==> config.mk <==
export PLATFORM = sky130hd
export DESIGN_NAME = frame_buffer_swap_controller
export DESIGN_NICKNAME = d
export VERILOG_FILES = /design/src/rtl/frame_buffer_swap_controller.sv
export SDC_FILE = /design/constraint.sdc
export NUM_CORES = 1
export LEC_CHECK = 0
export BUFFER_PORTS_ARGS = -buffer_cell sky130_fd_sc_hd__buf_2
export CORE_MARGIN = 5
export CORE_UTILIZATION = 35
export CTS_CLUSTER_DIAMETER = 50
export DETAILED_ROUTE_END_ITERATION = 10
export PLACE_DENSITY = 0.68
export SLEW_MARGIN = 10
export SYNTH_ARGS = -nofsm -noshare
export SYNTH_HDL_FRONTEND = slang
export SYNTH_SLANG_ARGS = --single-unit
==> constraint.sdc <==
create_clock -name pixel_clk -period 5.8 [get_ports pixel_clk]
set_clock_uncertainty 0.05 [all_clocks]
set_input_delay 0.58 -clock pixel_clk [delete_from_list [all_inputs] [get_ports pixel_clk]]
set_output_delay 0.58 -clock pixel_clk [all_outputs]
set_load 0.05 [all_outputs]
==> src/rtl/frame_buffer_swap_controller.sv <==
// frame_buffer_swap_controller
// Double-buffer scheduler sitting between the renderer and vga_output.
// Owns the back-buffer write port, sharing it between renderer writes and a
// built-in clear engine, and commits renderer swap requests only inside a
// vertical-blanking window, at most one swap per window.
//
// Handshakes:
//   swap_req is a level held by the renderer until it sees swap_ack, a
//   one-cycle pulse in the cycle the swap is committed. The request is only
//   sampled while rendering.
//   render_enable high means a render_we strobe in that cycle is accepted and
//   appears on bb_* one cycle later. A strobe while render_enable is low is
//   dropped.
`timescale 1ns/1ps

module frame_buffer_swap_controller #(
    parameter int                    ADDR_WIDTH    = 19,
    parameter int                    DATA_WIDTH    = 12,
    parameter int                    CLEAR_DEPTH   = 307200,
    parameter logic [DATA_WIDTH-1:0] CLEAR_COLOR   = {DATA_WIDTH{1'b0}},
    parameter bit                    CLEAR_ON_SWAP = 1'b1
) (
    input  logic                  pixel_clk,
    input  logic                  rst,
    input  logic                  frame_buffer_swap_allowed,
    input  logic                  swap_req,
    output logic                  swap_ack,
    output logic                  render_enable,
    input  logic                  render_we,
    input  logic [ADDR_WIDTH-1:0] render_addr,
    input  logic [DATA_WIDTH-1:0] render_data,
    output logic                  front_sel,
    output logic                  bb_sel,
    output logic                  bb_we,
    output logic [ADDR_WIDTH-1:0] bb_addr,
    output logic [DATA_WIDTH-1:0] bb_data,
    output logic [15:0]           frame_count
);

    typedef enum logic [1:0] {
        ST_CLEAR       = 2'd0,
        ST_RENDER      = 2'd1,
        ST_WAIT_WINDOW = 2'd2,
        ST_SWAP        = 2'd3
    } state_t;

    // With clearing enabled, both reset and every swap hand the renderer a
    // freshly cleared back buffer; otherwise the renderer gets it straight away.
    localparam state_t FRESH_STATE = CLEAR_ON_SWAP ? ST_CLEAR : ST_RENDER;

    // Address of the final clear write; the counter wraps to zero after it.
    localparam logic [ADDR_WIDTH-1:0] LAST_ADDR = ADDR_WIDTH'(CLEAR_DEPTH - 1);

    state_t                state;
    logic [ADDR_WIDTH-1:0] clear_cnt;
    logic                  window_used;
    logic                  window_open;
    logic                  enter_swap;

    // A window is usable only if no swap has been committed in it yet.
    assign window_open = frame_buffer_swap_allowed && !window_used;
    assign enter_swap  = (state == ST_WAIT_WINDOW) && window_open;

    // Remember that the current blanking window has been spent; a low
    // allowed level closes the window and re-arms it. Setting has priority.
    always_ff @(posedge pixel_clk) begin
        if (rst) begin
            window_used <= 1'b0;
        end else if (enter_swap) begin
            window_used <= 1'b1;
        end else if (!frame_buffer_swap_allowed) begin
            window_used <= 1'b0;
        end
    end

    // Main scheduler: state, swap bookkeeping and the registered write port.
    always_ff @(posedge pixel_clk) begin
        if (rst) begin
            state         <= FRESH_STATE;
            render_enable <= (FRESH_STATE == ST_RENDER);
            front_sel     <= 1'b0;
            bb_sel        <= 1'b1;
            swap_ack      <= 1'b0;
            bb_we         <= 1'b0;
            bb_addr       <= '0;
            bb_data       <= '0;
            frame_count   <= '0;
            clear_cnt     <= '0;
        end else begin
            // Pulses and strobes default low; address/data hold their value.
            swap_ack <= 1'b0;
            bb_we    <= 1'b0;

            case (state)
                ST_RENDER: begin
                    // The write presented alongside a swap request still lands.
                    if (render_we) begin
                        bb_we   <= 1'b1;
                        bb_addr <= render_addr;
                        bb_data <= render_data;
                    end
                    if (swap_req) begin
                        state         <= ST_WAIT_WINDOW;
                        render_enable <= 1'b0;
                    end
                end

                ST_WAIT_WINDOW: begin
                    // Renderer writes are dropped here; only wait for a window.
                    if (window_open) begin
                        state       <= ST_SWAP;
                        swap_ack    <= 1'b1;
                        front_sel   <= ~front_sel;
                        bb_sel      <= front_sel;
                        frame_count <= frame_count + 16'd1;
                    end
                end

                ST_SWAP: begin
                    // Single-cycle commit state while the ack pulse is visible.
                    state         <= FRESH_STATE;
                    render_enable <= (FRESH_STATE == ST_RENDER);
                end

                ST_CLEAR: begin
                    bb_we   <= 1'b1;
                    bb_addr <= clear_cnt;
                    bb_data <= CLEAR_COLOR;
                    if (clear_cnt == LAST_ADDR) begin
                        clear_cnt     <= '0;
                        state         <= ST_RENDER;
                        render_enable <= 1'b1;
                    end else begin
                        clear_cnt <= clear_cnt + ADDR_WIDTH'(1);
                    end
                end

                default: begin
                    state         <= FRESH_STATE;
                    render_enable <= (FRESH_STATE == ST_RENDER);
                end
            endcase
        end
    end

endmodule

==> results.cfg <==
[routing]
firstDrtPassIters = 4
met3WireLength_um = 491
routed_wl_mm = 7.52
route.met2.wl_mm = 3.45
num_vias = 2813
top_layer_used = met4
wl_per_cell_um = 13.6
vias_per_cell = 5.07
drt-met1-wl_mm = 3.46
drt_iter0_drc = 177
drtAntennaViolNets = 0
drc_errors = 0

[sta]
finalCritPeriodShare = 0.383
period_minus_slack_ns = 2.22
layout_setup_ws_ns = 3.58
finalHoldViolations = 0
max_freq_mhz = 450
rsz0062_at_grt = no
slew_headroom = 0.494
max_slew.worst_pin.slew_ns = 0.757
final.setup.tns_ns = 0
drv_slew = 0
finalSetupViolations = 0

[pwr]
swShare = 0.346
p_per_area_mw_per_mm2 = 372
pwr-share-seq = 0.394
leakage_nw = 1.83
clkPwrFrac = 0.331
combPwrFrac = 0.275
p_sw_mw = 0.519
ir_drop_v = 0.000137
p_int_mw = 0.980

[synth]
ys_ff_latch = 74
syn_inst = 359
ys_seq_area_frac = 0.450
syn-num-nets = 401
synth_top_cell_area_share = 0.450
syn_avg_cell_area_um2 = 9.18
yosysTopAreaCell = dfxtp_1
ys.warnings.count = 0
synth_edf_count = 0
synth_area_leaders = dfxtp_1, nor2_1, mux2i_1
synth-main-ff-cell = dfxtp_1
yosysUniqueCellTypes = 49
syn_area_mm2 = 0.00329
async_flop_share = 0

[critical_path]
crit_path_start_kind = flip-flop
cp-end-kind = flip-flop
critPathKind = reg -> reg
path_cells = inv_1, ha_1, nand4b_4, nor4_1, nand4_1, mux2_2
crit_fanout = 8
reg2reg_setup_slack_ns = 3.58
slowest_stage = nor4_1
required_ns = 5.99
critPathMaxStageDelay_ns = 0.64
worstPathArrival_ns = 2.41

[clock_network]
cts_buffers = 9
cts.clk_slew.worst_paths_ns = 0.08
h-tree-depth = 3
clock_sinks = 74
postCtsSetupBuffers = 0
worst_skew_pair.late_latency_ns = 0.34
cts_root_buffer = clkbuf_8
ctsHoldBuffers = 0
post_cts_resized = 0
cts_tree = done
clockBufferDepth = 2

[die]
rows = 35
die_area_mm2 = 0.0115
dieWidth_um = 107
core_area_mm2 = 0.00920
pin_count = 88
die_y_um = 107
initial_core_util = 0.358

[global_route]
grt_pass1_wl_mm = 12.4
overflow = 0
grt_max_degree = 64
grt_pass1_vias = 2711
track_usage = 0.135
antenna_found_initial = 0

[flow_run]
max_cap_violations = 0

[placed_design]
portBuffers = 87
post-dp-hpwl_mm = 5.41
dp_slack_ns = 3.54
gp_congestion = 0.800

[min_path]
min_path_type = in -> reg

[layout]
area_growth_pct = 22.4
num_antenna_cells = 0
final_nets = 481
drive_above_1_share = 0.261

[status]
outcome = complete, no violations
==> layout make-up <==
type / count / area (um2)
clock buffer: 11 / 151
clock inverter: 5 / 100
fill: 912 / 5160
inverter: 8 / 30.0
multi-input combinational: 256 / 1670
sequential: 74 / 1480
tap: 111 / 139
timing repair buffer: 90 / 458
==> flip-flops by register name, summed over array words and instances, names as in the netlist <==
signal         count
window_used        1
front_sel          1
bb_sel             1
clear_cnt         19
frame_count       16
render_enable      1
swap_ack           1
bb_data           12
bb_addr           19
state              2
bb_we              1
==> power by group through the flow <==
stage / clock, mW / sequential (mW) / combinational [mW]
after floorplan: 0 / 0.751 / 0.177
after global placement: 0 / 0.600 / 0.411
after detailed placement: 0 / 0.604 / 0.415
after CTS: 0.511 / 0.592 / 0.415
after global routing: 0.532 / 0.599 / 0.446
final: 0.497 / 0.591 / 0.412
==> critical path: cells and delay by family, from the launching register on <==
family / cells / cell delay, ns
buf+inv: 1 / 0.10
simple gates: 3 / 0.99
fa+ha+maj: 1 / 0.35
mux: 1 / 0.29
flops: 1 / 0.33
==> through the flow <==
step                 util  cell area [um2]  hold slack [ns]  cells  total power, mW
floorplan               -             3290            0.416    359            0.928
global placement    0.411             3780            0.432    539             1.01
detailed placement  0.411             3780            0.441    539             1.02
CTS                 0.439             4030            0.404    555             1.52
global route        0.439             4030            0.416    555             1.58
finish              0.439             4030            0.419    555             1.50
==> layout by cell type, fill, tap and decap left out, types with 3 or more instances in the layout <==
cell type  synthesis  routed
a21oi_1           15      15
buf_2              7      87
nor2_1            60      60
a211oi_1          19      19
nor3_1             4       4
or3_1              4       4
xor2_1            18      18
inv_1              7       7
a22oi_1           12      12
nand2_1           19      19
o31ai_1            5       5
ha_1               6       6
and3_1             4       4
dfxtp_1           74      74
bufinv_16          0       3
clkbuf_8           0      11
and4_1             3       3
mux2i_1           20      20
or4_1              5       5
nor2b_1            3       3
buf_4              1       3
o21ai_0            8       7
nand4_1           12      12
nand3_1           12      12
==> final timing paths <==
path | start | to | depth (start not counted)
worst min-delay path | render_data[10] | bb_data[10] | 3
worst max register to register | state[0] | frame_count[13] | 6
worst max-delay path | state[0] | frame_count[13] | 6
worst min register to register | bb_addr[0] | bb_addr[0] | 2
==> cell usage after synthesis, types with 4 or more instances <==
master,n
xor2_1,18
and3_1,4
nand3_1,12
clkbuf_1,8
mux2i_1,20
nor3_1,4
o21ai_0,8
o31ai_1,5
nor2_1,60
or3_1,4
nand4_1,12
dfxtp_1,74
a21oi_1,15
a22oi_1,12
a211oi_1,19
or4_1,5
inv_1,7
nand2_1,19
ha_1,6
buf_2,7
==> layer usage <==
layer,up-vias,track usage
met3,13,0.0415
met5,-,0
met2,67,0.217
li1,1461,-
met4,0,0.0548
met1,1272,0.167
==> cells by family after synthesis <==
family / count (synthesis) / synth area share
DFF: 74 / 0.450
xor gates and xnor gates: 20 / 0.0532
buffers and inverters: 29 / 0.0437
AOI/OAI and AO/OA: 71 / 0.152
and+or+nand+nor: 137 / 0.212
muxes: 22 / 0.0676
adders and majority gates: 6 / 0.0228
No activity file was read; power rests on OpenSTA's default activity.
